--- config.mk ---
export PLATFORM = sky130hd
export DESIGN_NAME = instruction_fetch
export DESIGN_NICKNAME = d
export VERILOG_FILES = /design/src/rtl/instruction_fetch.sv
export SDC_FILE = /design/constraint.sdc
export NUM_CORES = 1
export LEC_CHECK = 0
export BUFFER_PORTS_ARGS = -buffer_cell sky130_fd_sc_hd__buf_2
export CAP_MARGIN = 15
export CORE_MARGIN = 4
export CORE_UTILIZATION = 49
export DETAILED_ROUTE_END_ITERATION = 10
export PLACE_DENSITY_LB_ADDON = 0.1
export SYNTH_ARGS = -nofsm -noshare
export SYNTH_HDL_FRONTEND = slang
export SYNTH_SLANG_ARGS = --single-unit
--- constraint.sdc ---
create_clock -name clk -period 2.96 [get_ports clk]
set_input_delay 0 -clock clk [delete_from_list [all_inputs] [get_ports clk]]
set_output_delay 0 -clock clk [all_outputs]
set_load 0.01 [all_outputs]
--- src/rtl/instruction_fetch.sv ---
`default_nettype none
// ============================================================================
// Module   : instruction_fetch
// Purpose  : Single-issue fetch stage with stall, redirect and sticky
//            misaligned-redirect fault; one-cycle fetch-to-decode latency.
// Revision : 1.0 - initial release
// ============================================================================
module instruction_fetch #(
    parameter logic [31:0] RESET_PC = 32'h00000000,
    parameter logic [31:0] NOP_WORD = 32'h00000013
) (
    input  logic        clk,
    input  logic        rst,
    input  logic        stall,
    input  logic        branch_taken,
    input  logic [31:0] branch_target,
    output logic [31:0] imem_addr,
    input  logic [31:0] imem_rdata,
    output logic [31:0] instruction,
    output logic [31:0] pc_out,
    output logic        instr_valid,
    output logic        fetch_fault
);

    localparam logic [1:0] S_BOOT  = 2'd0;
    localparam logic [1:0] S_FETCH = 2'd1;
    localparam logic [1:0] S_FAULT = 2'd2;

    logic [1:0]  r_state;
    logic [31:0] r_pc;
    logic [31:0] r_instruction;
    logic [31:0] r_pc_out;
    logic        r_instr_valid;
    logic        r_fetch_fault;
    logic        w_misaligned;

    assign w_misaligned = |branch_target[1:0];
    assign imem_addr    = r_pc;
    assign instruction  = r_instruction;
    assign pc_out       = r_pc_out;
    assign instr_valid  = r_instr_valid;
    assign fetch_fault  = r_fetch_fault;

    always_ff @(posedge clk or posedge rst) begin
        if (rst) begin
            r_state       <= S_BOOT;
            r_pc          <= RESET_PC;
            r_instruction <= NOP_WORD;
            r_pc_out      <= RESET_PC;
            r_instr_valid <= 1'b0;
            r_fetch_fault <= 1'b0;
        end else begin
            case (r_state)
                S_BOOT: begin
                    r_state <= S_FETCH;
                end
                S_FETCH: begin
                    // A redirect wins over stall so it is never dropped.
                    if (branch_taken) begin
                        r_instruction <= NOP_WORD;
                        r_instr_valid <= 1'b0;
                        if (w_misaligned) begin
                            r_fetch_fault <= 1'b1;
                            r_state       <= S_FAULT;
                        end else begin
                            r_pc <= branch_target;
                        end
                    end else if (!stall) begin
                        r_instruction <= imem_rdata;
                        r_pc_out      <= r_pc;
                        r_instr_valid <= 1'b1;
                        r_pc          <= r_pc + 32'd4;
                    end
                end
                S_FAULT: begin
                    r_state <= S_FAULT;
                end
                default: begin
                    r_state <= S_FAULT;
                end
            endcase
        end
    end

endmodule
`default_nettype wire

==> results of run 1 <==
==> layer usage <==
metal	up-vias	global-route usage (%)
met1	2013	32.0
met5	-	0
met2	193	39.7
met4	0	7.98
li1	2069	-
met3	28	4.59
==> per-stage QoR <==
| step | cells | area (µm²) | hold slack [ps] | power, mW |
|---|---|---|---|---|
| after CTS | 781 | 6210 | 0.291 | 4.06 |
| final | 781 | 6210 | 16.8 | 4.04 |
| after floorplan | 460 | 4520 | 140 | 2.50 |
| after global routing | 781 | 6210 | 22.0 | 4.28 |
| after global placement | 711 | 5450 | 215 | 3.00 |
| after detailed placement | 711 | 5450 | 210 | 3.03 |
==> layout make-up <==
| class | count | area [µm²] | share of cell area, % |
|---|---|---|---|
| Clock inverter | 5 | 85.1 | 1.37 |
| Inverter | 8 | 32.5 | 0.523 |
| Clock buffer | 11 | 141 | 2.28 |
| Timing Repair Buffer | 226 | 1430 | 23.0 |
| Tap cell | 108 | 135 | 2.17 |
| Sequential cell | 100 | 2510 | 40.3 |
| Multi-Input combinational cell | 323 | 1880 | 30.3 |
==> path summary, 6_finish.rpt <==
kind | slack [ps] | from | end | depth (start not counted)
max | 590 | imem_addr[3] | imem_addr[26] | 6
min | 20 | branch_target[21] | imem_addr[21] | 4
max reg2reg | 590 | imem_addr[3] | imem_addr[26] | 6
min reg2reg | 470 | fetch_fault | fetch_fault | 1
max in group asynchronous | 1880 | rst | instruction[1] | 4
min in group asynchronous | 340 | rst | pc_out[28] | 3
==> flip-flops by register name, indices dropped and copies added, names as in the netlist <==
name,flops
instr_valid,1
pc_out,32
instruction,32
fetch_fault,1
imem_addr,32
r_state,2
==> worst max-delay path: cells and delay by family (launching register included) <==
family | cells | cell delay [ps]
AOI/OAI and AO/OA | 1 | 260
adders and majority gates | 1 | 260
DFF | 1 | 460
muxes | 1 | 380
and+or+nand+nor | 3 | 890
==> cell usage in the layout (no fill, tap or decap), types with 15 or more instances in the layout <==
master | synthesis | final
a22o_1 | 29 | 29
nand3_1 | 15 | 15
o21ai_0 | 27 | 25
buf_2 | 3 | 165
nand2_1 | 108 | 108
a21oi_1 | 25 | 25
dlygate4sd3_1 | 0 | 54
nor2_1 | 16 | 16
dfrtp_1 | 97 | 97
==> cell families (layout without fill, tap and decap cells) <==
| family | Yosys count | after routing |
|---|---|---|
| AO/OA/AOI/OAI | 114 | 114 |
| adder cells (fa/ha/maj) | 1 | 1 |
| buffers and inverters | 37 | 250 |
| flip-flops | 100 | 100 |
| multiplexers | 5 | 5 |
| AND/OR/NAND/NOR | 203 | 203 |
==> power breakdown <==
part	internal, mW	switching [mW]
Sequential	1.71	0.292
Combinational	0.518	0.552
Clock	0.505	0.464
Total	2.73	1.31
==> key figures, run 1 <==
Detailed routing
  • Max Used Layer: met4
  • Wire length per cell: around 16 µm
  • Met2 wire length: about 6100 µm
  • M1 WL: approximately 5500 µm
  • Wire length on met3: around 870 µm
  • Drt first-iter violations: between 200 and 300
  • DR vias/cell: 5.51
  • Routed via count: around 4300
  • Total wire length: about 13000 µm
  • Pre-Repair DR Iteration Count: 6
  • DRC errors left: 0
  • Post-route ant nets: 0

Timing
  • Final hold vios: 0
  • Relative slew slack: between 20% and 30%
  • Final Cycle Share: roughly 80%
  • F_max: 422 MHz
  • Actual slew at the worst max-slew pin: 1100 ps
  • RSZ-0062 raised after global routing: false
  • Clock Skews: 13.1 ps
  • Final worst setup slack: just under 600 ps
  • Slew Viols, Final: 0
  • Min Tclk post-route: between 2000 and 2500 ps
  • Setup TNS: 0 ps
  • Final setup violation count: 0

Logic synthesis
  • Post-synth EDFFs: 0
  • Post-synth top flop: dfrtp_1
  • Compound-Gate Fraction of Synth Area: between 10% and 20%
  • Sequential fraction of the synthesis area: approximately 55%
  • Simple-Gate Fraction of Synth Area: between 20% and 30%
  • Synth area leader: dfrtp_1
  • Top-count cell post-synth: nand2_1
  • Post-synthesis cell type count: 53
  • Post-synth top cells: nand2_1 (108), dfrtp_1 (97), a22o_1 (29), o21ai_0 (27), a21oi_1 (25)
  • Syn_nets: roughly 530
  • Synth Instances: 460
  • Async S/R FF share, synth: 100%
  • Synth Area in Adders: less than 1%
  • Share of the synthesized area in the top cell type: 53.7%
  • #FFs+latches synth: 100
  • Top cells by area, synth: dfrtp_1 (54%), nand2_1 (9.0%), a22o_1 (5.6%)
  • Xor and xnor fraction of the mapped netlist area: 0%
  • Largest family of logic cells by synthesized area: simple AND/OR/NAND/NOR gates
  • Mapped Avg Cell Area: slightly below 10 µm²
  • Multiplexer area fraction after synthesis: about 1.1%
  • Synth warn: 0
  • Cell Area, Synth: 0.00452 mm²

Placed design
  • GP Congestion: 0.847
  • Setup slack after placement: 605 ps
  • Dpl hpwl: between 8000 and 9000 µm
  • Port bufs: about 170

Hold path
  • Worst Hold Class: in -> reg

Floorplanning
  • Chip width: 104 µm
  • Total core area: between 0.008 and 0.009 mm²
  • IO Pins: 166
  • Initial core utilization: around half
  • Die area: between 0.01 and 0.015 mm²
  • Cell row count: 34
  • Chip height: roughly 100 µm

Clocking
  • Latest clock arrival within the worst-skew pair: 350 ps
  • Post-CTS sizing: 0
  • CTS sink count: 100
  • CTS H-Tree Depth: 3
  • TritonCTS Buffers: 9
  • Clock root buffer: clkbuf_8
  • Clock Path Buffers: 2
  • CTS Hold Bufs: 54
  • CTS tree: yes
  • Clock transition at path regs: about 100 ps
  • Post-CTS Setup Inserts: 0

Cells and area
  • Final Util: around 70%
  • Area Overhead vs Synth: 37.5%
  • Fin nets: roughly 740
  • ANT cells: 0
  • # fillers: ~680
  • Layout cells sized above 1: between 30% and 40%

Power
  • Peak VDD IR: 384 µV
  • Pwr Density: roughly 650 mW/mm²
  • Leakage power: between 3 and 4 nW

Global route
  • Vias in the first global route: approximately 4200
  • Total GRT Usage: about 24%
  • Largest net degree at the start of global routing: 64
  • Total gr overflow: 0
  • First-pass GRT wire length: 21500 µm
  • Initial antenna violation count: 0

Worst setup path
  • Crit path DAT: about 2600 ps
  • CP max FO: 7
  • Nature of the critical path startpoint: flip-flop
  • Worst Setup Path Type: reg -> reg
  • Worst Path Required: approximately 3200 ps
  • CP endpoint kind: flip-flop
  • CP max stage cell: dfrtp_1
  • Slowest stage delay, CP: between 400 and 500 ps
  • Crit-path cells: ha_1, nand3_2, or3_4, nor4_4, mux2_2, a221o_1

Run status
  • Status: finished clean

Run
  • Max-cap viol count: 0
Power figures use the tool's default switching activity.
==> inputs of run 2 (changes only) <==
ABC_AREA = 1   (was default)
CORE_UTILIZATION = 45   (was 49)
clock period = 2.15 ns   (was 2.96 ns; I/O delays follow)
==> run 2 against run 1 <==
Compared with the run above: sequential share of layout area fell by 1.9 points; register-to-register slack got worse by 280 ps; synthesized cell count rose by 27%; via count rose by 8.5%; combinational power rose to 3.0 times the previous value; setup slack got worse by 280 ps; routed wire length rose by 9.2%; critical path depth rose by 4; die area rose by 13%; total power rose by 96%; critical path type unchanged; largest power group unchanged.
==> key figures, run 2 <==
Logic synthesis
  • Synth warn: 0
  • Post-synth top cells: nand2_1 (177), dfrtp_1 (97), nor2_1 (75), inv_1 (49), o21ai_1 (31)
  • Async S/R FF share, synth: 100%
  • Share of the synthesized area in the top cell type: around half
  • Synth Area in Adders: 0.263%
  • Post-synth top flop: dfrtp_1
  • Largest family of logic cells by synthesized area: simple AND/OR/NAND/NOR gates
  • Mapped Avg Cell Area: between 8 and 9 µm²
  • Simple-Gate Fraction of Synth Area: about a quarter
  • Multiplexer area fraction after synthesis: 0%
  • Post-synthesis cell type count: 31
  • Compound-Gate Fraction of Synth Area: around 15%
  • Sequential fraction of the synthesis area: between 50% and 60%
  • Top cells by area, synth: dfrtp_1 (51%), nand2_1 (14%), nor2_1 (5.9%)
  • Synth Instances: around 580
  • Cell Area, Synth: between 0.004 and 0.005 mm²
  • Xor and xnor fraction of the mapped netlist area: less than 1%
  • Syn_nets: 653
  • Top-count cell post-synth: nand2_1
  • #FFs+latches synth: 100
  • Synth area leader: dfrtp_1
  • Post-synth EDFFs: 0

Clocking
  • CTS H-Tree Depth: 3
  • CTS tree: yes
  • TritonCTS Buffers: 9
  • Clock root buffer: clkbuf_8
  • Clock Path Buffers: 2
  • CTS sink count: 100
  • Latest clock arrival within the worst-skew pair: between 300 and 400 ps
  • Clock transition at path regs: ~100 ps

Timing
  • Final hold vios: 0
  • Final setup violation count: 0
  • F_max: about 540 MHz
  • Clock Skews: about 7.3 ps
  • Final Cycle Share: around 85%
  • Relative slew slack: around 31%
  • Slew Viols, Final: 0
  • Setup TNS: 0 ps
  • RSZ-0062 raised after global routing: false
  • Actual slew at the worst max-slew pin: between 1000 and 1500 ps
  • Min Tclk post-route: between 1500 and 2000 ps

Cells and area
  • Area Overhead vs Synth: 37.3%
  • ANT cells: 0
  • Most common cell after layout, fill and taps aside: nand2_1
  • Fin nets: roughly 880
  • Final Util: a little over three fifths
  • Layout cells sized above 1: between 20% and 30%
  • Commonest non-fill, non-tap cells in the layout: nand2_1 (177), buf_2 (165), dfrtp_1 (97), nor2_1 (74), dlygate4sd3_1 (64)
  • # fillers: between 900 and 1000

Global route
  • Initial antenna violation count: 0
  • Total gr overflow: 0
  • Vias in the first global route: roughly 4600
  • Largest net degree at the start of global routing: 66
  • First-pass GRT wire length: between 20000 and 25000 µm
  • Total GRT Usage: a little under a quarter

Detailed routing
  • DRC errors left: 0
  • Wire length per cell: approximately 15 µm
  • Pre-Repair DR Iteration Count: 5
  • Routed via count: roughly 4700
  • DR vias/cell: 4.93
  • Drt first-iter violations: 321
  • Post-route ant nets: 0
  • Total wire length: 14000 µm

Worst setup path
  • Most frequent cell on the critical path: nand2_1
  • Worst Setup Path Type: reg -> reg
  • CP max FO: 7
  • CP max stage cell: dfrtp_1
  • Worst Path Required: 2410 ps
  • Crit path DAT: 2100 ps
  • Nature of the critical path startpoint: flip-flop
  • Slowest stage delay, CP: approximately 430 ps
  • Worst path bufs/invs: 0
  • Crit-path cells: ha_1, nand2_1, nor2_1, nand2_1, nor2_2, nand2_1, nand2_1, nand3_1, nand2_1, nand2_1
  • CP endpoint kind: flip-flop
  • Crit path max-delay family: simple AND/OR/NAND/NOR gates

Power
  • PnR Total Power: about 7.9 mW
  • Peak VDD IR: 560 µV
  • Pwr Density: roughly 1200 mW/mm²
  • Leakage power: ~3.4 nW

Floorplanning
  • Cell row count: 37
  • Chip height: ~110 µm
  • Initial core utilization: a little under half
  • Die area: between 0.01 and 0.015 mm²
  • IO Pins: roughly 170
  • Chip width: about 110 µm
  • Total core area: 0.0103 mm²

Hold path
  • Worst Hold Class: in -> reg

Placed design
  • Dpl hpwl: roughly 9500 µm
  • Port bufs: around 170
  • GP Congestion: 0.844

Run
  • Max-cap viol count: 0

Run status
  • Status: finished clean
## run 2: cell count changes after synthesis, sizes merged, moves of 10 or more
cell | previous run | this run
nand2 | 108 | 178
nor2 | 16 | 76
inv | 8 | 53
o21ai | 27 | 58
clkbuf | 24 | 7
buf | 5 | 19
a21oi | 25 | 14
and3 | 11 | 0
nand3 | 16 | 27
nor3 | 13 | 3
## run 2: per-layer routing
metal | share of wire [%] | wire, µm | vias up | global-route usage [%]
li1 | - | - | 2329 | -
met1 | 43 | 6040 | 2163 | 30.4
met5 | 0 | 0 | - | 0
met4 | 1.5 | 216 | 0 | 6.32
met3 | 6.2 | 869 | 18 | 5.13
met2 | 49 | 6830 | 160 | 39.4
## run 2: area by class of cell
cell class	instances	area, µm²	area share [%]
Clock inverter	4	48.8	0.748
Tap cell	136	170	2.61
Sequential cell	100	2510	38.4
Multi-Input combinational cell	405	1900	29.0
Clock buffer	12	145	2.22
Timing Repair Buffer	238	1560	23.9
Inverter	53	203	3.11
## run 2: where the power goes
group | switching [mW] | internal, mW | total (mW)
clock | 0.639 | 0.570 | 1.21
sequential | 0.730 | 2.77 | 3.50
combinational | 1.79 | 1.42 | 3.21
## run 2: repair_timing
| item | in CTS | in global routing |
|---|---|---|
| endpoints found under the setup margin | 0 | 1 |
| resized for setup | 0 | 1 |
| hold endpoints to repair | 91 | 0 |
| hold buffers | 64 | 0 |
| buffers inserted | 0 | 0 |
## run 2: metrics by stage
stage / hold WS (ps) / worst slack (ps) / std cells / area (µm²)
2_1_floorplan: 133 / 509 / 584 / 4760
3_3_place_gp: 147 / 222 / 868 / 5690
3_5_place_dp: 165 / 233 / 868 / 5690
4_1_cts: 21.1 / 215 / 948 / 6530
5_1_grt: 33.3 / 52.2 / 948 / 6530
6_report: 27.0 / 312 / 948 / 6530
## run 2: kinds of logic (layout without fill, tap and decap cells)
family	after synthesis	count (layout)
AOI/OAI and AO/OA	112	112
buffers and inverters	79	307
DFF	100	100
xor gates and xnor gates	3	3
and+or+nand+nor	289	289
adders and majority gates	1	1
## run 2: worst paths after layout
| path | startpoint | cells past startpoint | slack [ps] | endpoint |
|---|---|---|---|---|
| max reg2reg | imem_addr[3] | 10 | 310 | imem_addr[26] |
| min | branch_target[6] | 3 | 30 | imem_addr[6] |
| max | imem_addr[3] | 10 | 310 | imem_addr[26] |
| max in group asynchronous | rst | 4 | 1180 | instruction[4] |
| min in group asynchronous | rst | 3 | 300 | imem_addr[3] |
| min reg2reg | r_state[1] | 1 | 450 | r_state[0] |
## run 2: worst min-delay path, stage by stage
cell and delay (ps):
buf_2 80, o22ai_1 80, a22oi_1 180
